<file path="config.mk">
export PLATFORM = sky130hd
export DESIGN_NAME = btn_csr_ctrl_flat
export DESIGN_NICKNAME = d
export VERILOG_FILES = /design/src/rtl/btn_csr_ctrl_if.sv /design/src/rtl/btn_csr_ctrl.sv /design/src/flat_wrapper.sv
export SDC_FILE = /design/constraint.sdc
export NUM_CORES = 1
export LEC_CHECK = 0
export ABC_AREA = 1
export BUFFER_PORTS_ARGS = -buffer_cell sky130_fd_sc_hd__buf_2
export CORE_MARGIN = 5
export CORE_UTILIZATION = 49
export DETAILED_ROUTE_END_ITERATION = 10
export HOLD_SLACK_MARGIN = 0.08
export PLACE_DENSITY = 0.76
export SLEW_MARGIN = 30
export SYNTH_ARGS = -nofsm -noshare
export SYNTH_HDL_FRONTEND = slang
export SYNTH_SLANG_ARGS = --single-unit
export TNS_END_PERCENT = 20
</file>
<file path="constraint.sdc">
create_clock -name clk -period 1.65 [get_ports clk]
set_clock_uncertainty 0.2 [all_clocks]
set_input_delay 0.0825 -clock clk [delete_from_list [all_inputs] [get_ports clk]]
set_output_delay 0.0825 -clock clk [all_outputs]
set_load 0.1 [all_outputs]
</file>
<file path="src/rtl/btn_csr_ctrl_if.sv">
// CSR access bundle between the core's CSR file and btn_csr_ctrl.
// The master drives the access; the slave returns combinational read data.
interface btn_csr_ctrl_if;
    logic        csr_enable;
    logic [11:0] csr_addr;
    logic [1:0]  csr_op;
    logic [31:0] csr_data_in;
    logic [31:0] csr_data_out;

    modport master (
        output csr_enable, csr_addr, csr_op, csr_data_in,
        input  csr_data_out
    );

    modport slave (
        input  csr_enable, csr_addr, csr_op, csr_data_in,
        output csr_data_out
    );
endinterface

</file>
<file path="src/rtl/btn_csr_ctrl.sv">
// Push-button bank controller: synchronise, debounce, edge-latch into pending, level irq.
// Optional BTN_CSR_CTRL_TIMESTAMP_EN adds a cycle counter and first-event timestamp at CSR 'h005.
module btn_csr_ctrl #(
    parameter int               Width          = 4,
    parameter int               DebounceCycles = 16,
    parameter logic [11:0]      StateAddr      = 12'h001,
    parameter logic [11:0]      PendAddr       = 12'h003,
    parameter logic [11:0]      CfgAddr        = 12'h004,
    parameter logic [2*Width-1:0] CfgReset     = 'h0F
) (
    input  logic             clk,
    input  logic             reset,
    input  logic [Width-1:0] btn_i,
    btn_csr_ctrl_if.slave    csr,
    output logic [Width-1:0] btn_state_o,
    output logic             irq_o
);

    localparam int CntW = $clog2(DebounceCycles);
    localparam int CfgW = 2 * Width;
    localparam logic [CntW-1:0] CntMax = CntW'(DebounceCycles - 1);

    localparam logic [1:0] OpRw = 2'b01;
    localparam logic [1:0] OpRs = 2'b10;
    localparam logic [1:0] OpRc = 2'b11;

    logic [Width-1:0] sync1_q, sync2_q;
    logic [Width-1:0] stable_q, stable_d;
    logic [Width-1:0] toggle;
    logic [Width-1:0] edge_set;
    logic [CntW-1:0]  cnt_q [Width];
    logic [CntW-1:0]  cnt_d [Width];
    logic [Width-1:0] pend_q, pend_d;
    logic [CfgW-1:0]  cfg_q, cfg_d;

    always_ff @(posedge clk or negedge reset) begin
        if (!reset) begin
            sync1_q  <= '0;
            sync2_q  <= '0;
            stable_q <= '0;
            pend_q   <= '0;
            cfg_q    <= CfgReset;
            for (int i = 0; i < Width; i++) cnt_q[i] <= '0;
        end else begin
            sync1_q  <= btn_i;
            sync2_q  <= sync1_q;
            stable_q <= stable_d;
            pend_q   <= pend_d;
            cfg_q    <= cfg_d;
            for (int i = 0; i < Width; i++) cnt_q[i] <= cnt_d[i];
        end
    end

    // Counter is cleared on the terminal count, so it never wraps.
    always_comb begin
        stable_d = stable_q;
        toggle   = '0;
        edge_set = '0;
        for (int i = 0; i < Width; i++) begin
            cnt_d[i] = '0;
            if (sync2_q[i] != stable_q[i]) begin
                if (cnt_q[i] == CntMax) begin
                    toggle[i]   = 1'b1;
                    stable_d[i] = ~stable_q[i];
                end else begin
                    cnt_d[i] = cnt_q[i] + 1'b1;
                end
            end
            edge_set[i] = toggle[i] & (stable_q[i] ? cfg_q[Width+i] : cfg_q[i]);
        end
    end

    logic             wr_en;
    logic [Width-1:0] pend_wdata;
    logic [CfgW-1:0]  cfg_wdata;
    logic             unused_data_hi;

    assign wr_en          = csr.csr_enable && (csr.csr_op != 2'b00);
    assign pend_wdata     = csr.csr_data_in[Width-1:0];
    assign cfg_wdata      = csr.csr_data_in[CfgW-1:0];
    assign unused_data_hi = ^csr.csr_data_in[31:CfgW];

    // Hardware edges are OR-ed in after the CSR update so a set beats a same-cycle clear.
    always_comb begin
        pend_d = pend_q;
        cfg_d  = cfg_q;
        if (wr_en && csr.csr_addr == PendAddr) begin
            case (csr.csr_op)
                OpRw:    pend_d = pend_wdata;
                OpRs:    pend_d = pend_q | pend_wdata;
                OpRc:    pend_d = pend_q & ~pend_wdata;
                default: pend_d = pend_q;
            endcase
        end
        if (wr_en && csr.csr_addr == CfgAddr) begin
            case (csr.csr_op)
                OpRw:    cfg_d = cfg_wdata;
                OpRs:    cfg_d = cfg_q | cfg_wdata;
                OpRc:    cfg_d = cfg_q & ~cfg_wdata;
                default: cfg_d = cfg_q;
            endcase
        end
        pend_d = pend_d | edge_set;
    end

`ifdef BTN_CSR_CTRL_TIMESTAMP_EN
    localparam logic [11:0] TsAddr = 12'h005;

    logic [31:0] ts_cnt_q;
    logic [31:0] ts_q;

    // Only the first event after pending drains captures a timestamp.
    always_ff @(posedge clk or negedge reset) begin
        if (!reset) begin
            ts_cnt_q <= '0;
            ts_q     <= '0;
        end else begin
            ts_cnt_q <= ts_cnt_q + 32'd1;
            if ((|edge_set) && (pend_q == '0)) ts_q <= ts_cnt_q;
        end
    end
`endif

    always_comb begin
        csr.csr_data_out = '0;
        if (csr.csr_addr == StateAddr) begin
            csr.csr_data_out[Width-1:0] = stable_q;
        end else if (csr.csr_addr == PendAddr) begin
            csr.csr_data_out[Width-1:0] = pend_q;
        end else if (csr.csr_addr == CfgAddr) begin
            csr.csr_data_out[CfgW-1:0] = cfg_q;
        end
`ifdef BTN_CSR_CTRL_TIMESTAMP_EN
        else if (csr.csr_addr == TsAddr) begin
            csr.csr_data_out = ts_q;
        end
`endif
    end

    assign btn_state_o = stable_q;
    assign irq_o       = |pend_q;

endmodule

</file>
<file path="src/flat_wrapper.sv">
// flat-port wrapper written by rule: the top's interface ports become plain ports
module btn_csr_ctrl_flat 
#(
    parameter int               Width          = 4,
    parameter int               DebounceCycles = 16,
    parameter logic [11:0]      StateAddr      = 12'h001,
    parameter logic [11:0]      PendAddr       = 12'h003,
    parameter logic [11:0]      CfgAddr        = 12'h004,
    parameter logic [2*Width-1:0] CfgReset     = 'h0F
)
  (clk, reset, btn_i, btn_state_o, irq_o, csr_csr_enable, csr_csr_addr, csr_csr_op, csr_csr_data_in, csr_csr_data_out);
  btn_csr_ctrl_if csr_i ();
  input  logic clk;
  input  logic reset;
  input  logic [Width-1:0] btn_i;
  output logic [Width-1:0] btn_state_o;
  output logic irq_o;
  input wire logic [$bits(csr_i.csr_enable)-1:0] csr_csr_enable;
  input wire logic [$bits(csr_i.csr_addr)-1:0] csr_csr_addr;
  input wire logic [$bits(csr_i.csr_op)-1:0] csr_csr_op;
  input wire logic [$bits(csr_i.csr_data_in)-1:0] csr_csr_data_in;
  output wire logic [$bits(csr_i.csr_data_out)-1:0] csr_csr_data_out;
  assign csr_i.csr_enable = csr_csr_enable;
  assign csr_i.csr_addr = csr_csr_addr;
  assign csr_i.csr_op = csr_csr_op;
  assign csr_i.csr_data_in = csr_csr_data_in;
  assign csr_csr_data_out = csr_i.csr_data_out;
  btn_csr_ctrl #(.Width(Width), .DebounceCycles(DebounceCycles), .StateAddr(StateAddr), .PendAddr(PendAddr), .CfgAddr(CfgAddr), .CfgReset(CfgReset)) u_core (.clk(clk), .reset(reset), .btn_i(btn_i), .csr(csr_i), .btn_state_o(btn_state_o), .irq_o(irq_o));
endmodule
</file>
; ---- After elaboration in Yosys (flattened, before gate mapping)
; Index checks and enable logic that the tools add are counted.
[totals]
out_inout_bits = 37
word_cells = 84
regBits = 40
input_bits = 53
[classes]
n_bitwise = 15
mux = 28
add_sub_neg = 4
eq_ne = 14
n_reduce_logical = 11
[ops]
columns = operator, count
row1 = 4-bit two-way mux, 13
row2 = 8-bit one-hot mux with 3 select lines, 1
row3 = "4-bit by 1-bit adder with 4-bit output, second input constant", 4
row4 = "4-bit == test, second input constant", 4
row5 = "12-bit by 1-bit == test with 1-bit output, second input constant", 1
row6 = "12-bit by 2-bit == test with 1-bit output, second input constant", 1
row7 = "12-bit by 3-bit == test with 1-bit output, second input constant", 1
row8 = 1-bit two-way mux, 12
row9 = 4-bit one-hot mux with 3 select lines, 1
row10 = 2-bit AND reduction, 5
row11 = 8-bit bitwise AND, 1
row12 = 8-bit two-way mux, 1
row13 = 8-bit inverter, 1
row14 = 4-bit bitwise OR, 2
row15 = 8-bit bitwise OR, 1
row16 = 1-bit bitwise AND, 4
row17 = 4-bit bitwise AND, 1
row18 = "2-bit == test, second input constant", 2
row19 = 1-bit inequality test, 4
row20 = 1-bit inverter, 4
row21 = 4-bit inverter, 1
row22 = 4-bit OR reduction, 1
row23 = 1-bit logical AND, 3
row24 = 3-bit nonzero test, 1
row25 = other kinds (2), 2

; ---- Depth between registers and ports, before layout
; Gate-level depths: netlist of run 1.
[logic_depth]
depth_word = 5
ltp_mapped = 8
depth_no_buf = 8

; ---- Worst setup path after synthesis of run 1
; Ideal clock, no wire load.
[synth_timing]
path_kind = input to output
from = input port csr_csr_addr[11]
to = output port csr_csr_data_out[4]
t_required_ns = 1.367
t_arrival_ns = 2.722
stages = 6
n_path_buf = 1
slack_ns = -1.354
cell_sequence = nor2_1 nand2_1 nor2_1 buf_2 nand2_1 nor3_1
[synth_between]
elab_chain_len = 4
word_cells_on_any_way = 6
[synth_lines]
columns = item, line_no
row1 = start: declaration, flat_wrapper.sv:19  ; input wire logic [$bits(csr_i.csr_addr)-1:0] csr_csr_addr;
row2 = 12-bit by 3-bit == test with 1-bit output, btn_csr_ctrl.sv:130  ; end else if (csr.csr_addr == CfgAddr) begin
row3 = 8-bit two-way mux, btn_csr_ctrl.sv:130
row4 = 4-bit two-way mux, btn_csr_ctrl.sv:128  ; end else if (csr.csr_addr == PendAddr) begin
row5 = 4-bit two-way mux *, btn_csr_ctrl.sv:126  ; if (csr.csr_addr == StateAddr) begin
row6 = end: declaration, flat_wrapper.sv:22  ; output wire logic [$bits(csr_i.csr_data_out)-1:0] csr_csr_data_out;
; Mark *: on every way between the ends. The rest lies on a longest branch, timed or not.

; ---- Worst setup path in the final report of run 1
[layout_timing]
from = register u_core.cfg_q[1]
to = output port csr_csr_data_out[1]
[layout_between]
elab_chain_len = 3
[layout_lines]
columns = item, line_no
row1 = start: declaration, btn_csr_ctrl.sv:34  ; logic [CfgW-1:0] cfg_q, cfg_d;
row2 = start signal: assignment, btn_csr_ctrl.sv:42  ; cfg_q <= CfgReset;
row3 = start signal: assignment, btn_csr_ctrl.sv:49  ; cfg_q <= cfg_d;
row4 = 8-bit two-way mux, btn_csr_ctrl.sv:130
row5 = 4-bit two-way mux, btn_csr_ctrl.sv:128
row6 = 4-bit two-way mux, btn_csr_ctrl.sv:126
; No other way between the ends.

==> out/qor.txt, run 1 <==
status = finished with violations
failing checks = setup timing
H-tree Lvls = 2
Root Driver = clkbuf_8
fin nets = 433
clk buf depth = 2
Final Worst Setup Slack = -0.0984 ns
power per cell area = 676 nW/µm²
CTS tree = yes
Max Cap Viol = 0
cell count after synthesis = 301
share of cells above drive strength 1 = 30.1%
IO Count = 90
busiest grt layer = met2
Avg WL per Cell = 12.4 µm
beginning of the critical path = u_core.cfg_q[1]
core area = 4690 µm²
drt total wl = 5.34 mm
met2 usage = 31.2%
endpoints failing setup = 5
fin. max-slew vios = 0
diode count = 0
Netlist cell types = 26
vias in the first global route = 2,217
initial core utilization = 49.8%
non-filler cells, final = 430
fin util = 66.7%
die area = 6250 µm²
syn_area_per_cell = 7.76 µm²
CP endpoint kind = output pin
TritonCTS Buffers = 5
initial antenna violation count = 0
Remaining Overflow, GRT = 0
GPL Wtd Cong = 0.822
Avg Vias per Cell = 5.13
Starting DRT DRC Count = 180
setup repair after global routing missed its margin = yes
# clock sinks = 40
total track usage = 18.4%
Layout area overhead = 34.0%
Placement Rows = 25
die width = 79.1 µm
placed cell count = 403
via count = 2,204
First-pass DRT Iterations = 4
number of synthesized flops with an enable pin = 0
GRT met3 Usage = 4.54%
endpoints failing hold = 0
final worst path period share = 106%
Die Y = 79.1 µm
Synth top cells by count = nand2_1, nand3_1, inv_1
Data required, critical path = 1.37 ns
Synth async-reset ratio = 100%
worst min path class = input port to asynchronous set/reset pin
Synth Register Bits = 40
Startpoint Class = flop
Static Leakage = 0.00150 µW
pin count of the biggest net entering global routing = 41
first-pass GRT wire length = 9.14 mm
detailed placement HPWL = 3.85 mm
synth top area cells = dfrtp_1, nand2_1, nand3_1
Final ANT Viol Nets = 0
sequential fraction of the synthesis area = 43.0%
Fillers = 392
most common cell in the netlist = nand2_1
CP Class = flop to output pin
worst r2r src = u_core.btn_state_o[3]
Syn. warnings = 0
Worst VDD drop = 0.000539 V
Tmin final = 1.75 ns
Reg clk slew, reported paths = 0.08 ns
GR Util met1 = 21.9%
DRC = 0
latest clock arrival within the worst-skew pair = 0.29 ns
area leader, netlist = dfrtp_1
Syn Std Cell Area = 2340 µm²
CP max FO = 2
crit path DAT = 1.47 ns
ys flop type = dfrtp_1
I/O Buffers = 41
Achievable Freq = 0.572 GHz
Synth top area share = 38.5%
## report_power, final
part	switching, µW	internal, µW
clock	321	286
sequential	21.6	1010
combinational	368	104
## critical path, stage by stage, from the launching register on
cell	delay, ns
dfstp_2	0.55
inv_2	0.05
a21oi_2	0.10
nand3_1	0.07
nand3_1	0.09
nand2_1	0.08
inv_2	0.07
buf_12	0.16
## per-layer routing
| metal | vias up | share of wire (%) |
|---|---|---|
| met5 | - | 0 |
| met4 | 0 | 1.9 |
| met3 | 11 | 8.0 |
| met2 | 85 | 48 |
| met1 | 1023 | 42 |
| li1 | 1085 | - |
## final cells by class
type / count / area [µm²] / share of cell area [%]
Multi-Input combinational cell: 217 / 1200 / 38.5
Sequential cell: 40 / 1010 / 32.4
Timing Repair Buffer: 71 / 607 / 19.4
Inverter: 41 / 158 / 5.03
Clock buffer: 5 / 68.8 / 2.20
Tap cell: 54 / 67.6 / 2.16
Clock inverter: 2 / 12.5 / 0.400
## path summary, 6_finish.rpt
| check | depth (start not counted) | end | slack (ns) |
|---|---|---|---|
| hold reg to reg | 0 | u_core.sync2_q[1] | 0.15 |
| min in group clk | 7 | u_core.cfg_q[5] | 0.09 |
| max in group asynchronous | 3 | u_core.cfg_q[2] | 0.90 |
| hold / removal | 3 | u_core.cnt_q[15] | 0.08 |
| setup reg to reg | 6 | u_core.cnt_q[0] | 0.19 |
| setup / recovery | 7 | csr_csr_data_out[1] | -0.1 |
## repair_timing
action	CTS	global route
pin swaps	2	7
gates resized for setup	8	10
endpoints found under the hold margin	56	0
hold buffers	15	0
setup endpoints to repair	5	9
buffers inserted	5	0
## registers in the layout, indices dropped and copies added (netlist names)
register / count
u_core.btn_state_o: 4
u_core.cfg_q: 8
u_core.pend_q: 4
u_core.sync2_q: 4
u_core.sync1_q: 4
u_core.cnt_q: 16
## cells by family (layout without fill, tap and decap cells)
family / after synthesis / after routing / synth area share [%]
other: 1 / 24 / 0.160
flip-flops: 40 / 40 / 43.0
buffers and inverters: 67 / 119 / 14.7
AND/OR/NAND/NOR: 140 / 140 / 27.5
XOR/XNOR: 4 / 4 / 1.50
AO/OA/AOI/OAI: 45 / 45 / 11.0
adder cells (fa/ha/maj): 4 / 4 / 2.14
## cells in the final DEF, fill, tap and decap left out, types with 4 or more instances in the layout
cell type / n
o211ai_1: 8
o21ai_0: 22
buf_2: 32
nand3_1: 40
ha_1: 4
dfrtp_1: 32
a21oi_1: 4
conb_1: 24
dfstp_2: 4
a21oi_2: 4
nor2_1: 14
dlygate4sd3_1: 15
buf_4: 14
o22ai_1: 4
nand2_2: 6
inv_2: 9
inv_1: 31
nor3_4: 5
clkbuf_8: 5
xor2_1: 4
or2_2: 5
buf_12: 9
nand2_1: 56
## metrics by stage
step	TNS [ns]	worst slack [ns]	power (µW)	hold WS, ns	cell area (µm²)
floorplan	-0.464	-0.146	1440	-0.413	2540
global placement	0	0.140	1480	-0.134	2820
detailed placement	0	0.138	1490	-0.131	2820
CTS	-0.513	-0.118	2140	0.0817	3110
global route	-0.792	-0.178	2230	0.107	3130
finish	-0.406	-0.0984	2120	0.0795	3130
(Power assumes the default switching activity.)
==> inputs of run 2 (changes only) <==
GPL_TIMING_DRIVEN = 0   (was unset)
==> run 2 against run 1 <==
The flow finishes with violations (hold timing, setup timing). Global-route usage grew 0.52 points. Non-clock buffer count up 18. Maximum frequency decreased by 0.32%. Clock power grew 44%. Register-to-register slack hardly changed. Critical path depth stayed put. Via count grew 3.1%. Total power is 14% higher. Sequential power is essentially flat. Die area did not move. Highest routed layer unchanged. Sequential share of layout area decreased by 1.3 points.
==> out/qor.txt, run 2 (synthesis results as in run 1) <==
Data required, critical path = 1.37 ns (about the same)
DRC = 0 (unchanged)
share of cells above drive strength 1 = 33.2% (was 30.1%)
I/O Buffers = 41 (unchanged)
pin count of the biggest net entering global routing = 41 (unchanged)
Avg Vias per Cell = 5.06 (was 5.13)
Tmin final = 1.75 ns (about the same)
Biggest register = u_core.cnt_q (unchanged)
Achievable Freq = 0.570 GHz (was 0.572 GHz)
Layout area overhead = 39.7% (was 34.0%)
Starting DRT DRC Count = 91 (was 180)
Top Registers = u_core.cnt_q (16), u_core.cfg_q (8) (unchanged)
switching power of the nets = 737 µW (was 711 µW)
detailed placement HPWL = 3.94 mm (was 3.85 mm)
GPL Wtd Cong = 0.819 (was 0.822)
Worst VDD drop = 0.000585 V (was 0.000539 V)
drt total wl = 5.67 mm (was 5.34 mm)
CTS tree = yes (unchanged)
Root Driver = clkbuf_8 (unchanged)
final setup TNS = -0.440 ns (was -0.406 ns)
worst r2r src = u_core.cnt_q[0] (was u_core.btn_state_o[3])
IO Count = 90 (unchanged)
Remaining Overflow, GRT = 0 (unchanged)
power per cell area = 742 nW/µm² (was 676 nW/µm²)
fin util = 69.6% (was 66.7%)
final worst path period share = 106% (about the same)
Avg WL per Cell = 12.6 µm (was 12.4 µm)
Die Y = 79.1 µm (unchanged)
Gate power share = 21.2% (was 22.3%)
initial core utilization = 49.8% (unchanged)
setup repair after global routing missed its margin = yes (unchanged)
failing checks = hold timing, setup timing (was setup timing)
CTS hold repair buffers = 16 (was 15)
via count = 2,273 (was 2,204)
hold_ws = -0.00410 ns (was 0.0795 ns)
Slew @ Worst Pin = 0.651 ns
fin. max-slew vios = 0 (unchanged)
latest clock arrival within the worst-skew pair = 0.29 ns (about the same)
CP Class = flop to output pin (unchanged)
Hold Crit Start = csr_csr_addr[10]
total track usage = 18.9% (was 18.4%)
clock group share of total power = 36.1% (was 28.7%)
Static Leakage = 0.00163 µW (was 0.00150 µW)
endpoints failing setup = 5 (unchanged)
# clock sinks = 40 (unchanged)
First-pass DRT Iterations = 5 (was 4)
Startpoint Class = flop (unchanged)
Final ANT Viol Nets = 0 (unchanged)
TritonCTS Buffers = 5 (unchanged)
vias in the first global route = 2,168 (was 2,217)
worst min path class = input port to flop (was input port to asynchronous set/reset pin)
clk buf depth = 2 (unchanged)
fin nets = 451 (was 433)
CP endpoint kind = output pin (unchanged)
die area = 6250 µm² (unchanged)
Reg clk slew, reported paths = 0.08 ns (about the same)
Placement Rows = 25 (unchanged)
H-tree Lvls = 2 (unchanged)
Seq pwr share = 42.8% (was 49.0%)
setup slack, reg-to-reg = 0.18 ns (was 0.19 ns)
initial antenna violation count = 0 (unchanged)
Fillers = 361 (was 392)
Largest register FFs = 16 (unchanged)
CP max FO = 2 (unchanged)
first-pass GRT wire length = 9.33 mm (was 9.14 mm)
diode count = 0 (unchanged)
sw frac = 30.4% (was 33.6%)
most common cell after layout, fill and taps aside = nand2_1 (unchanged)
status = finished with violations (unchanged)
endpoints failing hold = 1 (was 0)
beginning of the critical path = u_core.cfg_q[2] (was u_core.cfg_q[1])
crit path DAT = 1.47 ns (about the same)
core area = 4690 µm² (unchanged)
commonest non-fill, non-tap cells in the layout = nand2_1, nand3_1, buf_4 (was nand2_1, nand3_1, buf_2, dfrtp_1, inv_1)
Final Worst Setup Slack = -0.104 ns (was -0.0984 ns)
internal power = 1680 µW (was 1400 µW)
die width = 79.1 µm (unchanged)
Rel. slew slack = 56.5%
Max Cap Viol = 0 (unchanged)
-- run 2: worst paths after layout --
| check | to | cells after the start |
|---|---|---|
| hold reg to reg | u_core.sync2_q[3] | 0 |
| min in group asynchronous | u_core.cnt_q[15] | 2 |
| hold / removal | u_core.cfg_q[1] | 6 |
| setup reg to reg | u_core.cnt_q[3] | 5 |
| max in group asynchronous | u_core.btn_state_o[3] | 2 |
| setup / recovery | csr_csr_data_out[2] | 7 |
-- run 2: critical path, cell delays in order (launching register included) --
cell and delay (ns):
dfstp_2 0.54, inv_2 0.05, a21oi_2 0.11, nand3_1 0.09
nand3_1 0.08, nand2_1 0.07, inv_2 0.07, buf_12 0.16
-- run 2: metal layers --
metal,GRT usage [%],routed length (µm),up-vias
met5,0,0,-
met1,21.6,2220,1050
met4,7.39,145,0
li1,-,-,1123
met3,4.54,423,16
met2,33.9,2890,84
-- run 2: metrics by stage --
stage	instance area (µm²)	std cells	power [µW]	hold slack [ns]	worst slack [ns]
2_1_floorplan	2540	324	1440	-0.413	-0.146
3_3_place_gp	2810	419	1520	-0.0103	-0.210
3_5_place_dp	2810	419	1530	-0.00741	-0.227
4_1_cts	3250	449	2430	-0.00648	-0.0940
5_1_grt	3270	449	2530	0.0236	-0.172
6_report	3270	449	2420	-0.00410	-0.104
-- run 2: power groups by stage --
stage | Clock [µW] | Combinational, µW | Sequential (µW)
final | 873 | 512 | 1040
after global routing | 939 | 548 | 1040
after CTS | 885 | 505 | 1040
after detailed placement | 0 | 473 | 1060
after global placement | 0 | 465 | 1050
after floorplan | 0 | 386 | 1050
-- run 2: repair_timing --
item | 4_1_cts | 5_1_grt
pin swaps | 5 | 5
resized for setup | 37 | 6
buffers inserted | 6 | 0
hold endpoints to repair | 51 | 8
endpoints found under the setup margin | 9 | 7
-- run 2: final cells by class --
| type | instances | area, µm² | area share [%] |
|---|---|---|---|
| buffer | 26 | 195 | 5.98 |
| tap | 54 | 67.6 | 2.07 |
| clock buffer | 7 | 96.3 | 2.95 |
| timing repair buffer | 63 | 499 | 15.3 |
| clock inverter | 1 | 30.0 | 0.920 |
| sequential | 40 | 1010 | 31.0 |
| multi-input combinational | 217 | 1210 | 36.9 |
| inverter | 41 | 158 | 4.83 |
